[src/rtl/wb_arbiter_2m_if.sv]
// Wishbone-style port bundle shared by the two-master arbiter.
//   master modport : drives cyc/stb/we/addr/width/data_write, receives data_read/ack/err
//   slave modport  : the mirror image
// err is part of the bundle so the same type serves both sides of the arbiter;
// the RAM slave does not use it.
interface wb_arbiter_2m_if #(
    parameter int ADDR_W = 32
) ();
    logic              cyc;
    logic              stb;
    logic              we;
    logic [ADDR_W-1:0] addr;
    logic [1:0]        width;
    logic [31:0]       data_write;
    logic [31:0]       data_read;
    logic              ack;
    logic              err;

    modport master (
        output cyc, stb, we, addr, width, data_write,
        input  data_read, ack, err
    );

    modport slave (
        input  cyc, stb, we, addr, width, data_write,
        output data_read, ack, err
    );
endinterface

[src/rtl/wb_arbiter_2m.sv]
// Two-master, one-slave Wishbone arbiter with round-robin fairness and a
// per-strobe ack watchdog. Master 0 is instruction fetch, master 1 is
// load/store, the slave is the shared on-chip RAM.
//   iClk   : system clock, rising edge
//   iRst   : synchronous active-high reset
//   m0, m1 : master-facing ports (slave modport of the bundle)
//   s      : RAM-facing port (master modport of the bundle)
// Whole bus cycles are granted; a grant lasts while the owner holds cyc.
//
// state | meaning
// IDLE  | no grant; all outputs 0; arbitration on cyc
// GNT0  | master 0 owns the slave
// GNT1  | master 1 owns the slave
module wb_arbiter_2m #(
    parameter int ADDR_W  = 32,
    parameter int TIMEOUT = 16
) (
    input  logic           iClk,
    input  logic           iRst,
    wb_arbiter_2m_if.slave  m0,
    wb_arbiter_2m_if.slave  m1,
    wb_arbiter_2m_if.master s
);

    typedef enum logic [1:0] {IDLE, GNT0, GNT1} state_t;

    localparam logic [7:0] WDT_LAST = 8'(TIMEOUT - 1);

    state_t            state_q, state_d;
    logic              last_q, last_d;
    logic [7:0]        wdt_q, wdt_d;

    logic              g_cyc, g_stb, g_we;
    logic [ADDR_W-1:0] g_addr;
    logic [1:0]        g_width;
    logic [31:0]       g_data_write;
    logic              waiting;
    logic              timeout;
    logic              unused_s_err;

    assign unused_s_err = s.err;

    always_ff @(posedge iClk) begin
        if (iRst) begin
            state_q <= IDLE;
            last_q  <= 1'b1;
            wdt_q   <= '0;
        end else begin
            state_q <= state_d;
            last_q  <= last_d;
            wdt_q   <= wdt_d;
        end
    end

    // Next state. Leaving a grant always passes through IDLE, which is the
    // point where the other master gets its turn.
    always_comb begin
        state_d = state_q;
        last_d  = last_q;
        case (state_q)
            IDLE: begin
                if (m0.cyc && m1.cyc) begin
                    state_d = last_q ? GNT0 : GNT1;
                end else if (m0.cyc) begin
                    state_d = GNT0;
                end else if (m1.cyc) begin
                    state_d = GNT1;
                end
            end
            GNT0: begin
                if (!m0.cyc) begin
                    state_d = IDLE;
                    last_d  = 1'b0;
                end
            end
            GNT1: begin
                if (!m1.cyc) begin
                    state_d = IDLE;
                    last_d  = 1'b1;
                end
            end
            default: state_d = IDLE;
        endcase
    end

    // Request mux toward the slave.
    always_comb begin
        g_cyc        = 1'b0;
        g_stb        = 1'b0;
        g_we         = 1'b0;
        g_addr       = '0;
        g_width      = '0;
        g_data_write = '0;
        if (state_q == GNT0) begin
            g_cyc        = m0.cyc;
            g_stb        = m0.stb;
            g_we         = m0.we;
            g_addr       = m0.addr;
            g_width      = m0.width;
            g_data_write = m0.data_write;
        end else if (state_q == GNT1) begin
            g_cyc        = m1.cyc;
            g_stb        = m1.stb;
            g_we         = m1.we;
            g_addr       = m1.addr;
            g_width      = m1.width;
            g_data_write = m1.data_write;
        end
    end

    assign s.cyc        = g_cyc;
    assign s.stb        = g_stb;
    assign s.we         = g_we;
    assign s.addr       = g_addr;
    assign s.width      = g_width;
    assign s.data_write = g_data_write;

    // Watchdog: counts strobe cycles without ack; an ack in the last cycle
    // wins over the timeout because waiting already requires !ack.
    always_comb begin
        waiting = g_cyc && g_stb && !s.ack;
        timeout = waiting && (wdt_q == WDT_LAST);
        wdt_d   = '0;
        if (waiting && !timeout) begin
            wdt_d = wdt_q + 8'd1;
        end
    end

    // Response demux. Responses are suppressed while reset is asserted so an
    // aborted grant never hands the owner a late ack or err.
    always_comb begin
        m0.data_read = '0;
        m0.ack       = 1'b0;
        m0.err       = 1'b0;
        m1.data_read = '0;
        m1.ack       = 1'b0;
        m1.err       = 1'b0;
        if (state_q == GNT0) begin
            m0.data_read = s.data_read;
            m0.ack       = s.ack && !iRst;
            m0.err       = timeout && !iRst;
        end else if (state_q == GNT1) begin
            m1.data_read = s.data_read;
            m1.ack       = s.ack && !iRst;
            m1.err       = timeout && !iRst;
        end
    end

endmodule

[src/flat_wrapper.sv]
// flat-port wrapper written by rule: the top's interface ports become plain ports
module wb_arbiter_2m_flat 
#(
    parameter int ADDR_W  = 32,
    parameter int TIMEOUT = 16
)
  (iClk, iRst, m0_cyc, m0_stb, m0_we, m0_addr, m0_width, m0_data_write, m0_data_read, m0_ack, m0_err, m1_cyc, m1_stb, m1_we, m1_addr, m1_width, m1_data_write, m1_data_read, m1_ack, m1_err, s_cyc, s_stb, s_we, s_addr, s_width, s_data_write, s_data_read, s_ack, s_err);
  wb_arbiter_2m_if #(.ADDR_W(ADDR_W)) m0_i ();
  wb_arbiter_2m_if #(.ADDR_W(ADDR_W)) m1_i ();
  wb_arbiter_2m_if #(.ADDR_W(ADDR_W)) s_i ();
  input  logic iClk;
  input  logic iRst;
  input wire logic [$bits(m0_i.cyc)-1:0] m0_cyc;
  input wire logic [$bits(m0_i.stb)-1:0] m0_stb;
  input wire logic [$bits(m0_i.we)-1:0] m0_we;
  input wire logic [$bits(m0_i.addr)-1:0] m0_addr;
  input wire logic [$bits(m0_i.width)-1:0] m0_width;
  input wire logic [$bits(m0_i.data_write)-1:0] m0_data_write;
  output wire logic [$bits(m0_i.data_read)-1:0] m0_data_read;
  output wire logic [$bits(m0_i.ack)-1:0] m0_ack;
  output wire logic [$bits(m0_i.err)-1:0] m0_err;
  input wire logic [$bits(m1_i.cyc)-1:0] m1_cyc;
  input wire logic [$bits(m1_i.stb)-1:0] m1_stb;
  input wire logic [$bits(m1_i.we)-1:0] m1_we;
  input wire logic [$bits(m1_i.addr)-1:0] m1_addr;
  input wire logic [$bits(m1_i.width)-1:0] m1_width;
  input wire logic [$bits(m1_i.data_write)-1:0] m1_data_write;
  output wire logic [$bits(m1_i.data_read)-1:0] m1_data_read;
  output wire logic [$bits(m1_i.ack)-1:0] m1_ack;
  output wire logic [$bits(m1_i.err)-1:0] m1_err;
  output wire logic [$bits(s_i.cyc)-1:0] s_cyc;
  output wire logic [$bits(s_i.stb)-1:0] s_stb;
  output wire logic [$bits(s_i.we)-1:0] s_we;
  output wire logic [$bits(s_i.addr)-1:0] s_addr;
  output wire logic [$bits(s_i.width)-1:0] s_width;
  output wire logic [$bits(s_i.data_write)-1:0] s_data_write;
  input wire logic [$bits(s_i.data_read)-1:0] s_data_read;
  input wire logic [$bits(s_i.ack)-1:0] s_ack;
  input wire logic [$bits(s_i.err)-1:0] s_err;
  assign m0_i.cyc = m0_cyc;
  assign m0_i.stb = m0_stb;
  assign m0_i.we = m0_we;
  assign m0_i.addr = m0_addr;
  assign m0_i.width = m0_width;
  assign m0_i.data_write = m0_data_write;
  assign m0_data_read = m0_i.data_read;
  assign m0_ack = m0_i.ack;
  assign m0_err = m0_i.err;
  assign m1_i.cyc = m1_cyc;
  assign m1_i.stb = m1_stb;
  assign m1_i.we = m1_we;
  assign m1_i.addr = m1_addr;
  assign m1_i.width = m1_width;
  assign m1_i.data_write = m1_data_write;
  assign m1_data_read = m1_i.data_read;
  assign m1_ack = m1_i.ack;
  assign m1_err = m1_i.err;
  assign s_cyc = s_i.cyc;
  assign s_stb = s_i.stb;
  assign s_we = s_i.we;
  assign s_addr = s_i.addr;
  assign s_width = s_i.width;
  assign s_data_write = s_i.data_write;
  assign s_i.data_read = s_data_read;
  assign s_i.ack = s_ack;
  assign s_i.err = s_err;
  wb_arbiter_2m #(.ADDR_W(ADDR_W), .TIMEOUT(TIMEOUT)) u_core (.iClk(iClk), .iRst(iRst), .m0(m0_i), .m1(m1_i), .s(s_i));
endmodule
[config.mk]
export PLATFORM = sky130hd
export DESIGN_NAME = wb_arbiter_2m_flat
export DESIGN_NICKNAME = d
export VERILOG_FILES = /design/src/rtl/wb_arbiter_2m_if.sv /design/src/rtl/wb_arbiter_2m.sv /design/src/flat_wrapper.sv
export SDC_FILE = /design/constraint.sdc
export NUM_CORES = 1
export LEC_CHECK = 0
export CAP_MARGIN = 30
export CELL_PAD_IN_SITES_DETAIL_PLACEMENT = 0
export CELL_PAD_IN_SITES_GLOBAL_PLACEMENT = 1
export CORE_UTILIZATION = 12
export CTS_CLUSTER_DIAMETER = 150
export DETAILED_ROUTE_END_ITERATION = 8
export PLACE_DENSITY_LB_ADDON = 0.1
export SLEW_MARGIN = 20
export SYNTH_ARGS = -nofsm -noshare
export SYNTH_HDL_FRONTEND = slang
export SYNTH_SLANG_ARGS = --single-unit
[constraint.sdc]
create_clock -name iClk -period 2.24 [get_ports iClk]
set_clock_uncertainty 0.05 [all_clocks]
set_input_delay 0.448 -clock iClk [delete_from_list [all_inputs] [get_ports iClk]]
set_output_delay 0.448 -clock iClk [all_outputs]
set_load 0.01 [all_outputs]
After elaboration in Yosys (flattened, before gate mapping)
Index checks and enable logic that the tools add are counted.

word-level totals
  register bits = 11
  bits in latches = 0
  RAM bits = 0
  ROM bits = 0
  bits of input ports = 174
  output and inout bits = 137
  word-level logic and storage cells = 57
  memories = 0

cells by class
  add/subtract/negate cells = 1
  $mul = 0
  div/mod/pow operators = 0
  order comparisons = 0
  equal/unequal tests = 6
  shift-type cells = 0
  muxes and demuxes = 31
  bitwise logic cells = 1
  reduce and logical (&&, ||, !) cells = 15

operators by type and width
  cell                                                                      number
  32-bit 2-to-1 mux                                                         7
  2-bit 2-to-1 mux                                                          8
  1-bit 2-to-1 mux                                                          14
  8-bit by 1-bit adder with 8-bit output (second input constant)            1
  8-bit by 4-bit == test with 1-bit output (second input constant)          1
  1-bit logical AND                                                         7
  2-bit case mux with 3 select lines                                        1
  3-bit AND reduction                                                       2
  2-bit inequality test (second input constant)                             2
  4-bit by 3-bit inequality test with 1-bit output (second input constant)  1
  1-bit zero test                                                           3
  2-bit by 1-bit == test with 1-bit output (second input constant)          1
  2-bit == test (second input constant)                                     1
  2-bit zero test                                                           1
  1-bit case mux with 2 select lines                                        1
  2-bit nonzero test                                                        1
  2-bit OR reduction                                                        1
  1-bit NOT                                                                 1

Depth between registers and ports, before layout
Gate-level depths: netlist (run 1).

  depth in word-level cells = 10
  mapped depth = 5
  gate-level depth less buffers = 4

Worst setup path before layout (run 1)
OpenSTA, ideal clock, no wires.

  path type = reg2out
  start = register u_core.state_q[0]
  end = output m0_err
  data arrival time = 1.236 ns
  data required time = 1.742 ns
  path slack = 0.506 ns
  stages on the path, launching flop included = 6
  buffers on the path = 2
  path through = dfxtp_1 > buf_6 > nand4b_1 > a211o_1 > buf_6 > nor3_1

between the ends
  cells in the longest elaborated chain, start to end = 8
  elaborated cells between the ends (all ways) = 11
  those cells by class = eq/ne: 2; mux: 5; reduce/logical: 4

ends and longest elaborated chain
  item                             line                  text
  start, declared                  wb_arbiter_2m.sv:29   state_t state_q, state_d;
  start signal, assigned           wb_arbiter_2m.sv:49   state_q <= state_d;
  2-bit == test                    wb_arbiter_2m.sv:101  end else if (state_q == GNT1) begin
  1-bit 2-to-1 mux                 wb_arbiter_2m.sv:101
  1-bit 2-to-1 mux                 wb_arbiter_2m.sv:94   if (state_q == GNT0) begin
  1-bit logical AND (2 in series)  wb_arbiter_2m.sv:121  waiting = g_cyc && g_stb && !s.ack;
  1-bit logical AND                wb_arbiter_2m.sv:122  timeout = waiting && (wdt_q == WDT_LAST);
  1-bit logical AND                wb_arbiter_2m.sv:141  m0.err = timeout && !iRst;
  1-bit 2-to-1 mux *               wb_arbiter_2m.sv:138  if (state_q == GNT0) begin
  end, declared                    flat_wrapper.sv:21    output wire logic [$bits(m0_i.err)-1:0] m0_err;

Mark *: on every way between the ends. The rest lies on a longest branch, timed or not.

Worst setup path in the final report (run 1)
  start = input m1_stb
  end = output m0_err

between the ends
  cells in the longest elaborated chain, start to end = 7

ends and longest elaborated chain
  item                             line                  text
  start, declared                  flat_wrapper.sv:23    input wire logic [$bits(m1_i.stb)-1:0] m1_stb;
  1-bit 2-to-1 mux                 wb_arbiter_2m.sv:101
  1-bit 2-to-1 mux                 wb_arbiter_2m.sv:94
  1-bit logical AND (2 in series)  wb_arbiter_2m.sv:121
  1-bit logical AND                wb_arbiter_2m.sv:122
  1-bit logical AND                wb_arbiter_2m.sv:141
  1-bit 2-to-1 mux                 wb_arbiter_2m.sv:138

No other way between the ends.

==> qor.yml, run 1 <==
power.switching_mw: 0.387
fp-row-count: 43
powerDensity_nw_per_um2: 260
tightestPinTransition_ns: 0.347
syn_to_final_growth_pct: 209
cts_root_buf: "clkbuf_16"
synth.distinct_cells: 31
cp_max_fo: 3
die_y_um: 121
cts-buffers-inserted: 3
p_leak_nw: 2.85
grt_max_degree: 27
p_clk_share_pct: 23.6
slew_violations: 0
syn_nets: 393
cts_sinks: 11
p_total_mw: 1.37
cts_tree: "built"
end_kind: "output port"
grt_use_total_pct: 15.0
busiest_layer: "met2"
io_buffers: 309
critPathArrivalTime_ns: 1.66
timing.final.crit_share_pct: 96.2
viasPerCell: 4.11
num-nets-final: 710
synth_largest_area_cell: "a22o_1"
dr.first_iter.drc_count: 88
setup_viol: 0
gr-usage-met2_pct: 29.3
finalCriticalPeriod_ns: 2.16
power_frac_comb_pct: 61.6
power.internal_mw: 0.986
h-tree-depth: 1
finalWeightedCongestion: 0.709
slew-limit-headroom_pct: 76.7
synth_area_per_cell_um2: 7.84
die_x_um: 121
holdWs_ns: 0.442
dpl-instance-area_um2: 5070
cts_max_path_buffers: 2
max_freq_mhz: 464
use_met1_pct: 16.2
wl_per_cell_um: 17.2
syn-cell-area_um2: 1710
rsz0062_at_grt: "no"
overflow: 0
ys_ff_latch: 11
ios: 311
worstSetupPathType: "in2out"
cap_violations: 0
die_area_um2: 14700
ir_drop_uv: 467
initial_core_util_pct: 12.3
num_antenna_cells: 0
netlist_instances: 218
clk_pin_slew_ns: 0.04
antenna_found_initial: 0
power.share.sequential_pct: 14.9
first_global_vias: 2814
hp-class: "reg2reg"
wl_mm: 12.3
via_count: 2936
final_cell_area_um2: 5280
dp_hpwl_mm: 10.0
antenna_left: 0
required_ns: 1.74
hold_violations: 0
place_inst: 702
first_pass_iters: 4
coreArea_um2: 13900
synth_top_area_share_pct: 34.8
yosysSeqAreaShare_pct: 12.9
status: "finished, final reports clean"
insertion_delay_ns: 0.24
finalNonFillerCells: 714
grt_pass1_wl_mm: 16.7
synth_warnings: 0
drc: 0
start_kind: "primary input"
switching_share_pct: 28.2
global_route.usage.met3_pct: 3.99
ys_top_cells_by_area: "a22o_1 (35%), and2_1 (23%), dfxtp_1 (13%)"
post_route_cells_drive_above_1_share_pct: 8.05
==> final cells by class <==
| class | count | area, µm² |
|---|---|---|
| Multi-Input combinational cell | 181 | 1360 |
| Fill cell | 1492 | 8600 |
| Timing Repair Buffer | 337 | 3390 |
| Sequential cell | 11 | 221 |
| Clock buffer | 4 | 78.8 |
| Tap cell | 180 | 225 |
| Inverter | 1 | 3.75 |
==> routing by layer <==
layer | routed length, µm | up-vias | share of wire [%]
met5 | 0 | - | 0
met4 | 82 | 0 | 0.67
met3 | 1130 | 6 | 9.1
met2 | 6570 | 139 | 53
met1 | 4530 | 1341 | 37
li1 | - | 1450 | -
==> repair_timing <==
| action | CTS | global route |
|---|---|---|
| resized for setup | 136 | 26 |
| gates cloned | 3 | 0 |
| pin swaps | 0 | 1 |
| hold buffers | 0 | 0 |
| buffers inserted | 5 | 0 |
| setup endpoints to repair | 131 | 26 |
==> flip-flops by register name, summed over array words and instances, names as in the netlist <==
name / cells
u_core.last_q: 1
u_core.state_q: 2
u_core.wdt_q: 8
==> logic make-up after synthesis <==
group | after synthesis | share of synthesized area (%)
DFF | 11 | 12.9
and+or+nand+nor | 98 | 36.4
xor gates and xnor gates | 3 | 1.54
AOI/OAI and AO/OA | 79 | 39.5
adders and majority gates | 1 | 0.732
buffers and inverters | 26 | 8.93
==> cell usage after synthesis <==
| library cell | count |
|---|---|
| o21ai_0 | 5 |
| xor2_1 | 1 |
| buf_6 | 2 |
| a22o_1 | 68 |
| nor4_1 | 1 |
| a211oi_2 | 2 |
| nand4b_1 | 2 |
| or3_1 | 3 |
| dfxtp_1 | 11 |
| clkbuf_1 | 3 |
| clkbuf_2 | 3 |
| nand2_1 | 3 |
| nand3_1 | 3 |
| buf_4 | 6 |
| a211oi_1 | 1 |
| nor3_2 | 3 |
| buf_2 | 11 |
| ha_1 | 1 |
| nor2b_1 | 5 |
| and2_1 | 64 |
| a21oi_1 | 1 |
| xnor2_1 | 2 |
| nand4_1 | 1 |
| a211o_1 | 1 |
| nor3b_1 | 3 |
| nor2_1 | 1 |
| nor3b_2 | 1 |
| nor3_1 | 3 |
| nand2b_1 | 5 |
| o2bb2ai_1 | 1 |
| inv_1 | 1 |
==> cells in the final DEF, fill, tap and decap left out, types with 2 or more instances in the layout <==
| master | Yosys | layout |
|---|---|---|
| nand4b_1 | 2 | 2 |
| nand2b_1 | 5 | 5 |
| nor3b_1 | 3 | 3 |
| buf_12 | 0 | 8 |
| nand2_1 | 3 | 3 |
| xnor2_1 | 2 | 2 |
| a211oi_2 | 2 | 2 |
| and2_1 | 64 | 64 |
| dlygate4sd2_1 | 0 | 111 |
| nor3_1 | 3 | 2 |
| dfxtp_1 | 11 | 10 |
| dlymetal6s2s_1 | 0 | 23 |
| a22o_1 | 68 | 68 |
| nor2b_1 | 5 | 3 |
| clkbuf_16 | 0 | 3 |
| nor2b_4 | 0 | 2 |
| buf_4 | 6 | 15 |
| or3_1 | 3 | 3 |
| nand3_1 | 3 | 3 |
| clkdlybuf4s50_1 | 0 | 172 |
| o21ai_0 | 5 | 5 |
| buf_2 | 11 | 2 |
| nor3_2 | 3 | 4 |
| bufbuf_16 | 0 | 2 |
==> critical path, cell delays in order <==
cell and delay, ns:
clkdlybuf4s50_1 0.48, nand4b_1 0.11, a211o_1 0.34, nor3_1 0.13, buf_2 0.15
==> metrics by stage <==
stage / util, % / setup slack, ns / TNS (ns)
CTS: 37.6 / -0.0607 / -0.0607
finish: 38.0 / 0.0849 / 0
global placement: 36.5 / -0.338 / -0.922
detailed placement: 36.5 / -0.355 / -0.978
global route: 38.0 / 0.0119 / 0
floorplan: - / 0.506 / 0
==> power by group through the flow <==
stage	Clock [mW]	Combinational, mW	Sequential [mW]
2_1_floorplan	0	0.258	0.206
3_3_place_gp	0	0.883	0.207
3_5_place_dp	0	0.883	0.207
4_1_cts	0.331	0.862	0.204
5_1_grt	0.342	0.903	0.204
6_report	0.324	0.845	0.204
==> final timing paths <==
kind,startpoint,end,slack (ns),cells after the start
max,m1_stb,m0_err,0.08,5
min,u_core.wdt_q[0],u_core.wdt_q[0],0.44,1
max reg2reg,u_core.wdt_q[0],u_core.wdt_q[6],0.72,5
min reg2reg,u_core.wdt_q[0],u_core.wdt_q[0],0.44,1
(Power assumes the default switching activity.)
==> run 2: changes to the inputs <==
--- a/config.mk
+++ b/config.mk
@@ -5,7 +5,7 @@
 export SDC_FILE = /design/constraint.sdc
 export NUM_CORES = 1
 export LEC_CHECK = 0
-export CAP_MARGIN = 30
+export CAP_MARGIN = 40
 export CELL_PAD_IN_SITES_DETAIL_PLACEMENT = 0
 export CELL_PAD_IN_SITES_GLOBAL_PLACEMENT = 1
 export CORE_UTILIZATION = 12
==> results of run 2 <==
Same layout as run 1: the final DEF is identical, and so are final timing and power.
==> run 3: changes to the inputs <==
--- a/config.mk
+++ b/config.mk
@@ -8,6 +8,7 @@
 export CAP_MARGIN = 40
 export CELL_PAD_IN_SITES_DETAIL_PLACEMENT = 0
 export CELL_PAD_IN_SITES_GLOBAL_PLACEMENT = 1
+export CORE_ASPECT_RATIO = 1.75
 export CORE_UTILIZATION = 12
 export CTS_CLUSTER_DIAMETER = 150
 export DETAILED_ROUTE_END_ITERATION = 8
==> run 3 against run 2 <==
  * Flip-flop and latch count unchanged
  * Critical path depth unchanged
  * Global-route usage increased by 3.2 points
  * Sequential power about the same
  * Wire length increased by 14%
  * Worst hold slack improved by 0.0087 ns
  * Clock power about the same
  * Worst setup slack got worse by 0.019 ns
  * Sequential share of layout area increased by 0.14 points
  * Largest cell class unchanged
  * Largest power group unchanged
==> qor.yml, run 3 (synthesized netlist as in run 1, its figures left out) <==
r2r_slack_ns: 0.75  # +0.03 ns
hold_buffers: 0  # unchanged
syn_to_final_growth_pct: 207
whs_path_depth: 1  # unchanged
insertion_delay_ns: 0.24  # about the same
p_leak_nw: 2.57  # -9.8%
drc: 0  # unchanged
finalWeightedCongestion: 0.788  # +11%
wl_mm: 14.1  # +14%
dpl-instance-area_um2: 5140  # +1.4%
rsz0062_at_grt: "no"
required_ns: 1.74  # about the same
dp_hpwl_mm: 11.4  # +15%
hold_end: "u_core.state_q[1]"
grt_use_total_pct: 18.2  # +3.2 points
post_route_cells_drive_above_1_share_pct: 10.6  # +2.5 points
critPathArrivalTime_ns: 1.68  # +0.02 ns
antenna_left: 0  # unchanged
largest_reg_flops: 8  # unchanged
grt_pass1_wl_mm: 19.8  # +19%
path_cells: "nor2b_4 -> buf_12 -> bufbuf_16 -> a22o_1 -> clkdlybuf4s15_1"
antenna_found_initial: 0  # unchanged
first_pass_iters: 4  # unchanged
start_kind: "flop"
cts_tree: "built"
cp_max_fo: 20  # +17
final_common_cell: "clkdlybuf4s50_1"
max_freq_mhz: 460  # -0.87%
status: "finished, final reports clean"
die_x_um: 92.2  # -24%
multi_input_area_um2: 1360  # +0.37%
hp-start: "u_core.last_q"
end_kind: "output port"
finalCriticalPeriod_ns: 2.17  # +0.0189 ns
die_area_um2: 14700  # +0.12%
critPathSlowestCell: "dfxtp_4"
overflow: 0  # unchanged
setup_viol: 0  # unchanged
num-nets-final: 715  # +0.70%
powerDensity_nw_per_um2: 266  # +2.3%
timing.final.crit_share_pct: 97.1  # +0.84 points
grt_max_degree: 35  # +30%
fp-row-count: 57  # +33%
regMostFlops: "u_core.wdt_q"
mostFrequentLayoutCells: "clkdlybuf4s50_1 (171), dlygate4sd2_1 (125), a22o_1 (68)"
clk_pin_slew_ns: 0.04  # about the same
dpl_worst_slack_ns: -0.359  # -0.00360 ns
io_buffers: 309  # unchanged
hp-class: "reg2reg"
tightestPinTransition_ns: 0.333  # -0.0134 ns
die_y_um: 160  # +32%
r2r_end: "u_core.wdt_q[6]"
rr_startpoint: "u_core.wdt_q[1]"
layout_top_registers: "u_core.wdt_q (8), u_core.state_q (2), u_core.last_q (1)"
h-tree-depth: 1  # unchanged
wl_per_cell_um: 19.6  # +14%
cts_sinks: 11  # unchanged
first_global_vias: 3015  # +7.1%
holdWs_ns: 0.451  # +0.00866 ns
worstRegToRegCells: 5  # unchanged
cts_max_path_buffers: 2  # unchanged
ir_drop_uv: 277  # -41%
cap_violations: 0  # unchanged
slew_violations: 0  # unchanged
coreArea_um2: 13900  # +0.19%
cts-buffers-inserted: 3  # unchanged
setup_slack_ns: 0.0661  # -0.0189 ns
initial_core_util_pct: 12.3  # -0.023 points
fillCellCount: 1494  # +0.13%
cp_slowest_stage_delay_ns: 0.37  # -0.11 ns
cts_root_buf: "clkbuf_16"
dr.first_iter.drc_count: 57  # -35%
fin_util_pct: 37.8  # -0.24 points
num_antenna_cells: 0  # unchanged
hold_violations: 0  # unchanged
ios: 311  # unchanged
slew-limit-headroom_pct: 77.6  # +0.90 points
worstSetupPathType: "reg2out"
final_cell_area_um2: 5260  # -0.45%
via_count: 2983  # +1.6%
viasPerCell: 4.17  # +1.3%
seq_area_um2: 228  # +2.8%
run 3: worst max-delay path by stage:
stage,from,endpoint,slack (ns),cells after the start
final,u_core.state_q[1],s_addr[9],0.07,5
after global routing,u_core.state_q[1],s_addr[9],0.0002,5
after CTS,u_core.state_q[1],s_data_write[17],0.00007,5
after detailed placement,m1_cyc,m1_err,-0.36,5
after global placement,m0_stb,m1_err,-0.33,5
after floorplan,u_core.state_q[0],m0_err,0.51,5
run 3: where the power goes:
group	internal (mW)	total, mW	switching [mW]
Sequential	0.199	0.205	0.00552
Clock	0.239	0.327	0.0880
Combinational	0.555	0.867	0.311
Total	0.994	1.40	0.405
run 3: cell type report:
| cell class | instances | area share (%) |
|---|---|---|
| clock buffer | 4 | 1.50 |
| inverter | 1 | 0.0714 |
| multi-input combinational | 181 | 25.9 |
| sequential | 11 | 4.33 |
| tap | 177 | 4.21 |
| timing repair buffer | 342 | 64.0 |
run 3: stage by stage:
| stage | setup TNS (ns) | total power, mW | std cells |
|---|---|---|---|
| after CTS | 0 | 1.42 | 716 |
| after global routing | 0 | 1.48 | 716 |
| final | 0 | 1.40 | 716 |
| after floorplan | 0 | 0.464 | 218 |
| after detailed placement | -1.46 | 1.12 | 702 |
| after global placement | -1.02 | 1.12 | 702 |
run 3: worst max-delay path, delay by kind of cell (launching register included):
family,cells,cell delay (ns)
AOI/OAI and AO/OA,1,0.17
buffers and inverters,3,0.69
DFF,1,0.37
and+or+nand+nor,1,0.21
run 3: routing by layer:
layer / GRT usage [%] / vias up / routed length (µm)
met2: 34.1 / 169 / 7240
met4: 2.41 / 0 / 72
met1: 17.5 / 1349 / 4700
li1: - / 1459 / -
met3: 10.0 / 6 / 2050
met5: 0 / - / 0
run 3: what timing repair did:
item | 4_1_cts | 5_1_grt
gates resized for setup | 158 | 14
cloned | 4 | 0
endpoints found under the setup margin | 137 | 11
pin swaps | 1 | 1
setup buffers | 6 | 0
